[config.mk]
export PLATFORM = sky130hd
export DESIGN_NAME = worker_batch_sched
export DESIGN_NICKNAME = d
export VERILOG_FILES = /design/src/rtl/worker_batch_sched.sv
export SDC_FILE = /design/constraint.sdc
export NUM_CORES = 1
export LEC_CHECK = 0
export CAP_MARGIN = 20
export CORE_UTILIZATION = 50
export DETAILED_ROUTE_END_ITERATION = 10
export GPL_TIMING_DRIVEN = 1
export PLACE_DENSITY = 0.81
export SYNTH_ARGS = -nofsm -noshare
export SYNTH_HDL_FRONTEND = slang
export SYNTH_SLANG_ARGS = --single-unit
[constraint.sdc]
create_clock -name clk -period 26.8 [get_ports clk]
set_input_delay 4.02 -clock clk [delete_from_list [all_inputs] [get_ports clk]]
set_output_delay 4.02 -clock clk [all_outputs]
set_load 0.005 [all_outputs]
[src/rtl/worker_batch_sched.sv]
// -----------------------------------------------------------------------------
// worker_batch_sched
//   Sequences one worker through every sub-batch of every batch in a round.
//   Per sub-batch: one vid_sram read, Q dist_sram row reads (one per cycle,
//   addressed by the fetched vertex IDs), then a wait for worker_ready. After
//   the last sub-batch of a batch it waits for batch_finish before moving to
//   the next batch; after MAX_BATCH batches it pulses done.
//
// Ports
//   clk, rst_n            clock (posedge), asynchronous active-low reset
//   start                 one-cycle pulse, starts a round when idle
//   vid_raddr/vid_rdata   vid_sram read port (data one cycle after address)
//   dist_raddr            dist_sram row address
//   dist_rvalid           dist_rdata at the worker is valid this cycle
//   worker_en             worker enable
//   batch_num, sub_bat    current batch / sub-batch index
//   worker_ready          worker finished the current sub-batch
//   batch_finish          worker finished the current batch
//   busy, done            round in progress / one-cycle completion pulse
//   stall_cnt             (only with WORKER_SCHED_STALL_CNT_EN) count of
//                         cycles spent waiting in SWAIT or BWAIT
// -----------------------------------------------------------------------------
`timescale 1ns/1ps
module worker_batch_sched #(
  parameter int Q              = 16,
  parameter int VID_BW         = 16,
  parameter int VID_ADDR_SPACE = 4,
  parameter int BATCH_BW       = 8,
  parameter int MAX_BATCH      = 256,
  parameter int SUB_PER_BATCH  = 16
) (
  input  logic                      clk,
  input  logic                      rst_n,
  input  logic                      start,
  output logic [VID_ADDR_SPACE-1:0] vid_raddr,
  input  logic [Q*VID_BW-1:0]       vid_rdata,
  output logic [VID_BW-1:0]         dist_raddr,
  output logic                      dist_rvalid,
  output logic                      worker_en,
  output logic [BATCH_BW-1:0]       batch_num,
  output logic [VID_ADDR_SPACE-1:0] sub_bat,
  input  logic                      worker_ready,
  input  logic                      batch_finish,
  output logic                      busy,
`ifdef WORKER_SCHED_STALL_CNT_EN
  output logic [31:0]               stall_cnt,
`endif
  output logic                      done
);

  localparam int KW = (Q > 1) ? $clog2(Q) : 1;

  typedef enum logic [2:0] {
    S_IDLE, S_VREQ, S_VWAIT, S_DISS, S_SWAIT, S_BWAIT, S_FIN
  } state_t;

  state_t                      state_q;
  logic [VID_ADDR_SPACE-1:0]   vid_raddr_q;
  logic [VID_BW-1:0]           dist_raddr_q;
  logic                        dist_rvalid_q;
  logic                        worker_en_q;
  logic [BATCH_BW-1:0]         batch_num_q;
  logic [VID_ADDR_SPACE-1:0]   sub_bat_q;
  logic                        busy_q;
  logic                        done_q;
  logic [KW-1:0]               k_q;
  logic [VID_BW-1:0]           vid_q [Q];
`ifdef WORKER_SCHED_STALL_CNT_EN
  logic [31:0]                 stall_cnt_q;
`endif

  logic [KW-1:0]               k_d;
  logic [BATCH_BW-1:0]         batch_num_d;
  logic [VID_ADDR_SPACE-1:0]   sub_bat_d;
  logic                        last_sub;
  logic                        last_batch;
  logic                        batch_adv;

  // vid_sram word address of a (batch, sub-batch) pair, truncated to the
  // address width.
  function automatic logic [VID_ADDR_SPACE-1:0] vid_addr(
    input logic [BATCH_BW-1:0]       b,
    input logic [VID_ADDR_SPACE-1:0] s
  );
    logic [31:0] a;
    a = 32'(b[VID_ADDR_SPACE-1:0]) * 32'(SUB_PER_BATCH) + 32'(s);
    return a[VID_ADDR_SPACE-1:0];
  endfunction

  assign k_d         = k_q + KW'(1);
  assign batch_num_d = batch_num_q + BATCH_BW'(1);
  assign sub_bat_d   = sub_bat_q + VID_ADDR_SPACE'(1);
  assign last_sub    = (sub_bat_q == VID_ADDR_SPACE'(SUB_PER_BATCH - 1));
  assign last_batch  = (batch_num_q == BATCH_BW'(MAX_BATCH - 1));
  // A batch_finish arriving together with the last worker_ready is consumed
  // right away, exactly as if BWAIT had been visited.
  assign batch_adv   = ((state_q == S_SWAIT) && worker_ready && last_sub && batch_finish) ||
                       ((state_q == S_BWAIT) && batch_finish);

  // Vertex-ID word is pure data: no reset needed.
  always_ff @(posedge clk) begin
    if (state_q == S_VWAIT) begin
      for (int i = 0; i < Q; i++) vid_q[i] <= vid_rdata[i*VID_BW +: VID_BW];
    end
  end

  always_ff @(posedge clk or negedge rst_n) begin
    if (!rst_n) begin
      state_q       <= S_IDLE;
      vid_raddr_q   <= '0;
      dist_raddr_q  <= '0;
      dist_rvalid_q <= 1'b0;
      worker_en_q   <= 1'b0;
      batch_num_q   <= '0;
      sub_bat_q     <= '0;
      busy_q        <= 1'b0;
      done_q        <= 1'b0;
      k_q           <= '0;
`ifdef WORKER_SCHED_STALL_CNT_EN
      stall_cnt_q   <= '0;
`endif
    end else begin
      done_q        <= 1'b0;
      // Read data returns one cycle after each DISS address.
      dist_rvalid_q <= (state_q == S_DISS);
      case (state_q)
        S_IDLE: begin
          if (start) begin
            batch_num_q <= '0;
            sub_bat_q   <= '0;
            vid_raddr_q <= vid_addr('0, '0);
            busy_q      <= 1'b1;
            state_q     <= S_VREQ;
          end
        end
        S_VREQ:  state_q <= S_VWAIT;
        S_VWAIT: begin
          // Entry 0 goes straight from the SRAM so the first dist address
          // appears in the first DISS cycle.
          k_q          <= '0;
          dist_raddr_q <= vid_rdata[0 +: VID_BW];
          worker_en_q  <= 1'b1;
          state_q      <= S_DISS;
        end
        S_DISS: begin
          if (k_q == KW'(Q - 1)) begin
            state_q <= S_SWAIT;
          end else begin
            k_q          <= k_d;
            dist_raddr_q <= vid_q[k_d];
          end
        end
        S_SWAIT: begin
          if (worker_ready) begin
            if (last_sub) begin
              state_q <= S_BWAIT;
            end else begin
              sub_bat_q   <= sub_bat_d;
              vid_raddr_q <= vid_addr(batch_num_q, sub_bat_d);
              state_q     <= S_VREQ;
            end
          end
        end
        S_BWAIT: ;
        S_FIN: begin
          busy_q  <= 1'b0;
          state_q <= S_IDLE;
        end
        default: state_q <= S_IDLE;
      endcase

      // Batch advance overrides the SWAIT -> BWAIT step above.
      if (batch_adv) begin
        sub_bat_q <= '0;
        if (last_batch) begin
          worker_en_q <= 1'b0;
          done_q      <= 1'b1;
          state_q     <= S_FIN;
        end else begin
          batch_num_q <= batch_num_d;
          vid_raddr_q <= vid_addr(batch_num_d, '0);
          state_q     <= S_VREQ;
        end
      end

`ifdef WORKER_SCHED_STALL_CNT_EN
      // Only cycles actually waiting on the worker count as stalls.
      if ((state_q == S_IDLE) && start) begin
        stall_cnt_q <= '0;
      end else if ((((state_q == S_SWAIT) && !worker_ready) ||
                    ((state_q == S_BWAIT) && !batch_finish)) && (stall_cnt_q != '1)) begin
        stall_cnt_q <= stall_cnt_q + 32'd1;
      end
`endif
    end
  end

  assign vid_raddr   = vid_raddr_q;
  assign dist_raddr  = dist_raddr_q;
  assign dist_rvalid = dist_rvalid_q;
  assign worker_en   = worker_en_q;
  assign batch_num   = batch_num_q;
  assign sub_bat     = sub_bat_q;
  assign busy        = busy_q;
  assign done        = done_q;
`ifdef WORKER_SCHED_STALL_CNT_EN
  assign stall_cnt   = stall_cnt_q;
`endif

endmodule

Yosys cells after proc, flatten, opt, wreduce, memory -nomap -nowiden
Memory sizes are Yosys's and may differ from the RTL's.
Cells that the tools add are included.
Widths: inputs -> output; s select.
{"block": "word_totals", "reg_bits": 43, "wordCells": 79, "output_inout_bits": 36, "ramBits": 256, "memories": 1, "inputBits": 261}
{"memory": "vid_q", "words": 16, "word_bits": 16, "rd": 1, "rd_ports_with_merged_regs": 0, "write_ports": 16, "line": "67", "rtl": "logic [VID_BW-1:0] vid_q [Q];"}
{"block": "op_classes", "eq_ne": 16, "add_sub_neg": 4, "muxes": 35, "n_reduce_logical": 13}
{"cell": "$mux 4", "n": 10}
{"cell": "$mux 8", "n": 4}
{"cell": "$pmux 16 s2", "n": 1}
{"cell": "$pmux 4 s2", "n": 3}
{"cell": "$mux 3", "n": 6}
{"cell": "$pmux 3 s6", "n": 1}
{"cell": "$mux 16", "n": 1}
{"cell": "$eq 3x3->1 const B", "n": 3}
{"cell": "$ne 3x3->1 const B", "n": 3}
{"cell": "$add 4x1->4 const B", "n": 2}
{"cell": "$add 8x1->8 const B", "n": 1}
{"cell": "$eq 4x4->1 const B", "n": 2}
{"cell": "$eq 8x8->1 const B", "n": 1}
{"cell": "$mux 1", "n": 8}
{"cell": "$reduce_and 4->1", "n": 2}
{"cell": "$eq 3x2->1 const B", "n": 2}
{"cell": "$ne 2x2->1 const B", "n": 3}
{"cell": "$add 1x4->4 const A", "n": 1}
{"cell": "$logic_and 1x1->1", "n": 4}
{"cell": "$reduce_and 2->1", "n": 2}
{"cell": "$reduce_bool 2->1", "n": 2}
{"cell": "$eq 3x1->1 const B", "n": 1}
{"cell": "$logic_not 3->1", "n": 1}
{"cell": "$ne 3x2->1 const B", "n": 1}
{"cell": "other kinds (3)", "n": 3}

Logic depth before layout (Yosys ltp)
Gate-level depths: netlist of the first run.
{"block": "logic_depth", "ltp_word": 7, "ltp_mapped": 10, "ltp_nobuf": 7}

Worst setup path before layout of the first run
Ideal clock, no wire load.
{"block": "synth_path", "path_type": "reg2reg", "startpoint": "reg state_q[2]", "endpoint": "reg dist_raddr_q[14] (netlist: dist_raddr[14])", "path_slack_ns": 13.429, "path_stages_with_launch": 8, "arrival_time_ns": 13.306, "n_path_buf": 2, "t_required_ns": 26.734, "period_less_slack_ns": 13.371, "setup_ns": 0.066, "path_cell_list": "dfrtp_1 buf_4 nand2b_1 buf_2 nor2_1 nor2_1 a2111oi_0 a211o_1"}
{"block": "synth_via", "elab_chain_len": 3, "word_cells_on_any_way": 6, "cone_classes": "eq/ne: 3; mux: 1; reduce/logical: 2"}
{"element": "start: declaration", "line": "57", "rtl": "state_t state_q;"}
{"element": "start signal: assignment", "line": "109", "rtl": "state_q <= S_IDLE;"}
{"element": "start signal: assignment", "line": "133", "rtl": "state_q <= S_VREQ;"}
{"element": "start signal: assignment", "line": "136", "rtl": "S_VREQ: state_q <= S_VWAIT;"}
{"element": "$eq 3x2->1", "line": "126", "rtl": "case (state_q)"}
{"element": "$ne 2x2->1 (no line) / $reduce_bool 2->1 (equally long branches)"}
{"element": "$reduce_and 2->1 (no line)"}
{"element": "end signal: assignment", "line": "141", "rtl": "dist_raddr_q <= vid_rdata[0 +: VID_BW];"}
{"element": "end signal: assignment", "line": "150", "rtl": "dist_raddr_q <= vid_q[k_d];"}
{"element": "end: declaration", "line": "59", "rtl": "logic [VID_BW-1:0] dist_raddr_q;"}
Parallel ways exist; a longest one is shown, timed or not.
A chain may end at the register's enable or synchronous reset.

Final worst setup path of the first run
{"block": "layout_path", "startpoint": "in worker_ready", "endpoint": "reg batch_num_q[5] (netlist: batch_num[5])"}
{"block": "layout_via", "elab_chain_len": 5}
{"element": "start: declaration", "line": "42", "rtl": "input logic worker_ready,"}
{"element": "$logic_and 1x1->1 (3 in series)", "line": "97", "rtl": "assign batch_adv = ((state_q == S_SWAIT) && worker_ready && last_sub && batch_finish) ||"}
{"element": "$logic_or 1x1->1", "line": "97"}
{"element": "$mux 8", "line": "173", "rtl": "if (batch_adv) begin"}
{"element": "end signal: assignment", "line": "180", "rtl": "batch_num_q <= batch_num_d;"}
{"element": "end: declaration", "line": "62", "rtl": "logic [BATCH_BW-1:0] batch_num_q;"}
No other way between the ends.

==> impl_results.md, run 1 <==
- Die Ht: 154.9 um
- CTS Buf Count: 31
- Synthesized instance count: 602
- GR peak layer: met2
- I/O pins: 297
- Max Cap Violations: 0
- Measured slew at the worst slew-check pin: 1.020 ns
- Register area share after synthesis: 0.7496
- Mean Syn Cell Area: 19.42 um^2
- Die Wd: 154.9 um
- Vias in the first global route: 7163
- Postcts setup bufs: 0
- Largest net degree at the start of global routing: 90
- Clk slew on worst S/H paths: 0.06 ns
- Relative slew slack: 0.3202
- Post-CTS Resized: 0
- Clock share of power: 0.253
- Average wire per standard cell: 22.45 um
- M3 GR Usage: 0.05209
- Vias per std cell: 5.536
- I/O Buffers: 296
- Synth Register Bits: 299
- Synth Flop Type: edfxtp_1
- Setup-failing EPs final: 0
- TritonRoute pass-1 iters: 5
- Share of cells above drive strength 1: 0.1626
- Most frequent cells in the layout: clkdlybuf4s50_1 (295), edfxtp_1 (256), mux4_2 (63)
- Fmax: 0.1758 GHz
- Post-Syn Area: 11690 um^2
- HP Class: reg2reg
- Worst hold endpoint: worker_en
- Reg2reg setup slack: 23.10 ns
- Vias: 6920
- CP Launch Type: primary input
- TritonCTS clock tree: built
- Switching Fraction: 0.2944
- CP max FO: 12
- Crit path max-delay family: compound AO/OA/AOI/OAI gates
- Count of pins over their slew limit: 0
- Clk_lat worst skew: 0.56 ns
- Final antenna-violating net count: 0
- Kind of critical path: in2reg
- Die area: 24000 um^2
- Min-delay src: worker_en
- Highest-delay cell along the critical path: clkdlybuf4s50_1
- # rows: 55
- Internal: 0.001205 W
- Peak VDD IR: 0.00007469 V
- Worst path bufs/invs: 1
- Reg-to-Reg Start: state_q[2]
- Area Overhead vs Synth: 37.35%
- Critical Path End Type: register
- Starting density of the core: 0.5133
- Worst path cell trace: clkdlybuf4s50_1 -> a41oi_2 -> nor3_4 -> nand2_1 -> o311ai_0 -> o41ai_1
- Final Power: 0.001707 W
- Sequential share of power: 0.423
- Number of fill cells: 1462
- Outcome: finished, final reports clean
- Post-synth EDFFs: 256
- Htree depth: 1
- RSZ-0062 raised after global routing: no
- Hold path depth: 2
- Max clock buf depth: 3
- Min Tclk post-route: 5.690 ns
- YS warnings: 0
- Post-synth cell types: 51
- CP Data Arrival Time: 6.09 ns
- Starting DRT DRC Count: 446
- Ys async rst share: 0.1438
- # hold bufs at CTS: 0
- Area of the core: 22780 um^2
- Clock sinks: 299
- Total track usage: 0.2355
- Remaining DRCs: 0
- Clock Tree Root: clkbuf_16
- Nets: 1174
- Reg2reg end: vid_q[1][6]
- Placer Congestion: 0.8267
- Total Wirelength: 28070 um
- Power density over the cells: 106.3 nW/um^2
- CP required: 27.20 ns
- Crit share post-route: 0.2123
- Comb power frac: 0.323
- Setup Skew: 0.02122 ns
- Global route overflow: 0
- Most common cell after layout, fill and taps aside: clkdlybuf4s50_1
- FF-to-FF path depth: 5
- TNS Setup: 0 ns
- M2 GR Usage: 0.3835
- HPWL after detailed placement: 19490 um
- Initial antenna violation count: 1
- Syn Nets: 866
- Critical Path Max Stage Delay: 0.56 ns
- Final hold violation count: 0
- Sw power: 0.0005026 W
- First-pass GRT wire length: 41900 um
- Leakage: 5.420 nW
- Met1 Use GR: 0.3158
-- per-stage QoR --
stage	utilization	setup WS [ns]	hold slack, ns	area [um^2]	cells
floorplan	-	13.43	0.4844	11690	602
global placement	0.6568	20.76	0.4845	14960	1188
detailed placement	0.6568	20.62	0.4956	14960	1188
CTS	0.7027	21.15	0.5083	16010	1246
global route	0.7049	21.02	0.5377	16060	1249
finish	0.7050	21.11	0.5056	16060	1250
-- power by group through the flow --
stage / Sequential [W] / Clock [W] / Combinational, W
final: 0.000723 / 0.000433 / 0.000552
after global routing: 0.000735 / 0.000459 / 0.000590
after CTS: 0.000725 / 0.000441 / 0.000553
after detailed placement: 0.000734 / 0 / 0.000550
after global placement: 0.000725 / 0 / 0.000541
after floorplan: 0.000775 / 0 / 0.000367
-- worst max path at each step --
stage	startpoint	endpoint	slack, ns	depth (start not counted)
floorplan	state_q[2]	dist_raddr[14]	13.43	7
global placement	worker_ready	batch_num[5]	20.76	6
detailed placement	worker_ready	batch_num[5]	20.62	6
CTS	sub_bat[2]	sub_bat[2]	21.15	1
global route	worker_ready	batch_num[5]	21.02	6
finish	worker_ready	batch_num[5]	21.11	6
-- state kept, by name, indices dropped and copies added (netlist names) --
| register | flops |
|---|---|
| done | 1 |
| worker_en | 1 |
| busy | 1 |
| k_q | 4 |
| vid_raddr | 4 |
| sub_bat | 4 |
| dist_raddr | 16 |
| state_q | 3 |
| vid_q | 256 |
| batch_num | 8 |
| dist_rvalid | 1 |
-- Yosys cell counts, types with 3 or more instances --
cell      number  area (um^2)
or3_1          4        25.02
o211ai_1       4        30.03
buf_2         17        85.08
xor2_1         3        26.28
clkbuf_1       3        11.26
nor3_1        16        80.08
mux2i_1        5        50.05
nand2_1       24        90.09
mux4_2        63         1419
a21oi_1       12        60.06
nor2_1        31        116.4
o32ai_1       15        131.4
buf_4          6        45.04
o22ai_1       15        93.84
o21ai_0       16        80.08
ha_1           3        37.54
edfxtp_1     256         7687
nand3_1       11        55.05
mux2_2        16        180.2
dfrtp_1       43         1076
-- metal layers --
layer	part of all wire	routed length, um
met1	0.40	11310
met4	0.031	884
met2	0.48	13540
met3	0.083	2329
met5	0	0
-- area by class of cell --
cell class,count,area (um^2),area share
multi-input combinational,270,2783,0.1733
antenna,2,5.005,0.0003117
inverter,3,11.26,0.0007013
clock buffer,43,860.8,0.05361
tap,313,391.6,0.02439
sequential,299,8765,0.5458
clock inverter,15,183.9,0.01145
timing repair buffer,305,3058,0.1904
-- kinds of logic (layout without fill, tap and decap cells) --
logic type	count (synthesis)	after routing	share of synthesized area
compound gates	76	76	0.04399
buf+inv	33	366	0.01573
fa+ha+maj	3	3	0.003211
mux	84	84	0.1411
flops	299	299	0.7496
simple gates	101	101	0.04131
xor+xnor	6	6	0.005138
other cells	0	2	0
-- worst min-delay path, cell delays in order (launching register included) --
cell	delay (ns)
dfrtp_1	0.34
nor2_1	0.05
nor2_1	0.08
Note: power is estimated with default switching activity, not from simulation.
==> run 2, diff against run 1 <==
--- a/config.mk
+++ b/config.mk
@@ -6,10 +6,10 @@
 export NUM_CORES = 1
 export LEC_CHECK = 0
 export CAP_MARGIN = 20
-export CORE_UTILIZATION = 50
+export CORE_UTILIZATION = 49
 export DETAILED_ROUTE_END_ITERATION = 10
 export GPL_TIMING_DRIVEN = 1
-export PLACE_DENSITY = 0.81
+export PLACE_DENSITY = 0.8
 export SYNTH_ARGS = -nofsm -noshare
 export SYNTH_HDL_FRONTEND = slang
 export SYNTH_SLANG_ARGS = --single-unit
==> constraint.sdc (replaced) <==
create_clock -name clk -period 5.9 [get_ports clk]
set_input_delay 0.885 -clock clk [delete_from_list [all_inputs] [get_ports clk]]
set_output_delay 0.885 -clock clk [all_outputs]
set_load 0.005 [all_outputs]
==> run 2 against run 1 <==
- critical path depth up 2
- clock power rose to 4.3 times the previous value
- cell count increased by 0.80%
- worst setup slack worse by 19 ns
- sequential share of layout area is 0.24 points higher
- via count up 2.4%
- clock skew down 0.0049 ns
- global-route usage increased by 0.40 points
- register-to-register slack worse by 21 ns
- cell area is 0.44% lower
- critical path type is now reg2reg
- critical endpoint is now dist_raddr[14]
- highest routed layer unchanged
==> impl_results.md, run 2 (same netlist as run 1, synthesis figures left out) <==
- Most frequent cells in the layout: clkdlybuf4s50_1 (295), edfxtp_1 (256), mux4_2 (63)
- Clk slew on worst S/H paths: 0.06 ns (about the same)
- Die Wd: 156.5 um (+1.0%)
- Postcts setup bufs: 0 (unchanged)
- Starting DRT DRC Count: 588 (+32%)
- Crit share post-route: 0.5795
- Comb power frac: 0.326 (+0.003)
- Starting density of the core: 0.4996 (-0.01369)
- Area of the core: 23400 um^2 (+2.7%)
- Most used cell, CP: buf_4
- Final hold violation count: 0 (unchanged)
- Area Overhead vs Synth: 36.74%
- Largest register FFs: 256 (unchanged)
- CP Data Arrival Time: 3.86 ns (-2.23 ns)
- Largest net degree at the start of global routing: 186 (+110%)
- Htree depth: 1 (unchanged)
- Final antenna-violating net count: 0 (unchanged)
- Setup Skew: 0.01630 ns (-0.004914 ns)
- Measured slew at the worst slew-check pin: 1.077 ns (+0.05734 ns)
- Kind of critical path: reg2reg
- Worst path cell trace: buf_4 -> ha_4 -> xor2_4 -> buf_4 -> mux4_2 -> mux2i_1 -> nor4_1 -> a211o_1
- CTS Buf Count: 31 (unchanged)
- Count of pins over their slew limit: 0 (unchanged)
- CP Launch Type: register
- Setup-failing EPs final: 0 (unchanged)
- Clock Tree Root: clkbuf_16
- CP max FO: 40 (+28)
- Sw power: 0.002295 W (+360%)
- Reg2reg setup slack: 2.48 ns (-20.62 ns)
- Internal: 0.005360 W (+340%)
- Critical Path End Type: register
- I/O pins: 297 (unchanged)
- First-pass GRT wire length: 42740 um (+2.0%)
- Vias: 7087 (+2.4%)
- I/O Buffers: 296 (unchanged)
- Die area: 24480 um^2 (+2.0%)
- Most common cell after layout, fill and taps aside: clkdlybuf4s50_1
- Highest-delay cell along the critical path: xor2_4
- TNS Setup: 0 ns (unchanged)
- HPWL after detailed placement: 20200 um (+3.6%)
- FF-to-FF path depth: 8 (+3)
- Peak VDD IR: 0.0003077 V (+310%)
- Global route overflow: 0 (unchanged)
- Reg2reg end: dist_raddr[14]
- HP Class: in2async
- Min Tclk post-route: 3.419 ns
- Vias in the first global route: 7254 (+1.3%)
- Finished Core Util: 0.6831 (-0.02186)
- Post-CTS Resized: 0 (unchanged)
- Placer Congestion: 0.8639 (+4.5%)
- Average wire per standard cell: 23.18 um (+3.2%)
- Remaining DRCs: 0 (unchanged)
- Relative slew slack: 0.2820 (-0.03823)
- Hold WS: 0.2324 ns (-0.2733 ns)
- Critical Path Max Stage Delay: 0.66 ns (+0.10 ns)
- Clock share of power: 0.242 (-0.011)
- Clk_lat worst skew: 0.55 ns (about the same)
- Worst setup path startpoint: k_q[0]
- Total Wirelength: 29200 um (+4.0%)
- # rows: 56 (+1.8%)
- Initial antenna violation count: 7 (+6)
- Fmax: 0.2925 GHz
- Outcome: finished, final reports clean
- Sequential share of power: 0.433 (+0.010)
- TritonRoute pass-1 iters: 5 (unchanged)
- CP required: 6.34 ns (-20.86 ns)
- Vias per std cell: 5.625 (+1.6%)
- Switching Fraction: 0.2999 (+0.005448)
- TritonCTS clock tree: built
- Share of cells above drive strength 1: 0.1531 (-0.009462)
- Critical Path Sink: dist_raddr[14]
- Power density over the cells: 478.8 nW/um^2 (+350%)
- Die Ht: 156.5 um (+1.0%)
- Total track usage: 0.2395 (+0.003964)
- # hold bufs at CTS: 0 (unchanged)
- Top reg by flops: vid_q
- Nets: 1173 (-0.085%)
- Leakage: 5.356 nW (-1.2%)
- Max Cap Violations: 0 (unchanged)
- Clock sinks: 299 (unchanged)
- Reg-to-Reg Start: k_q[0]
- RSZ-0062 raised after global routing: no
- Max clock buf depth: 3 (unchanged)
## run 2: metal layers
metal,part of all wire,GRT usage
met1,0.41,0.3294
met2,0.48,0.3827
met3,0.076,0.04320
met4,0.037,0.09430
met5,0,0
## run 2: worst min path at each step
stage,depth (start not counted),end
floorplan,1,dist_raddr[14]
detailed placement,1,batch_num[5]
CTS,1,batch_num[5]
global placement,2,worker_en
finish,1,state_q[2]
global route,1,state_q[2]
## run 2: through the flow
| stage | power, W | area, um^2 | worst slack [ns] | instances |
|---|---|---|---|---|
| floorplan | 0.004989 | 11700 | 0.3226 | 602 |
| global placement | 0.005758 | 14980 | 2.448 | 1194 |
| detailed placement | 0.005837 | 14980 | 2.420 | 1194 |
| CTS | 0.007696 | 15950 | 2.417 | 1252 |
| global route | 0.007992 | 15980 | 2.234 | 1259 |
| finish | 0.007655 | 15990 | 2.481 | 1260 |
## run 2: final cells by class
class,count,area [um^2]
tap,319,399.1
clock buffer,46,852.1
sequential,299,8765
fill,1546,7416
antenna,7,17.52
multi-input combinational,270,2783
clock inverter,12,116.4
inverter,3,11.26
timing repair buffer,304,3043
## run 2: power by group through the flow
stage	logic (W)	clock network, W	registers [W]
floorplan	0.00167	0	0.00332
global placement	0.00245	0	0.00331
detailed placement	0.00249	0	0.00334
CTS	0.00251	0.00188	0.00331
global route	0.00267	0.00196	0.00336
finish	0.00249	0.00185	0.00331
## run 2: critical path, delay by kind of cell (launching register included)
family	cells	cell delay (ns)
AOI/OAI and AO/OA	1	0.24
xor gates and xnor gates	1	0.66
adders and majority gates	1	0.28
buffers and inverters	2	1.14
DFF	1	0.34
muxes	2	0.53
and+or+nand+nor	1	0.06
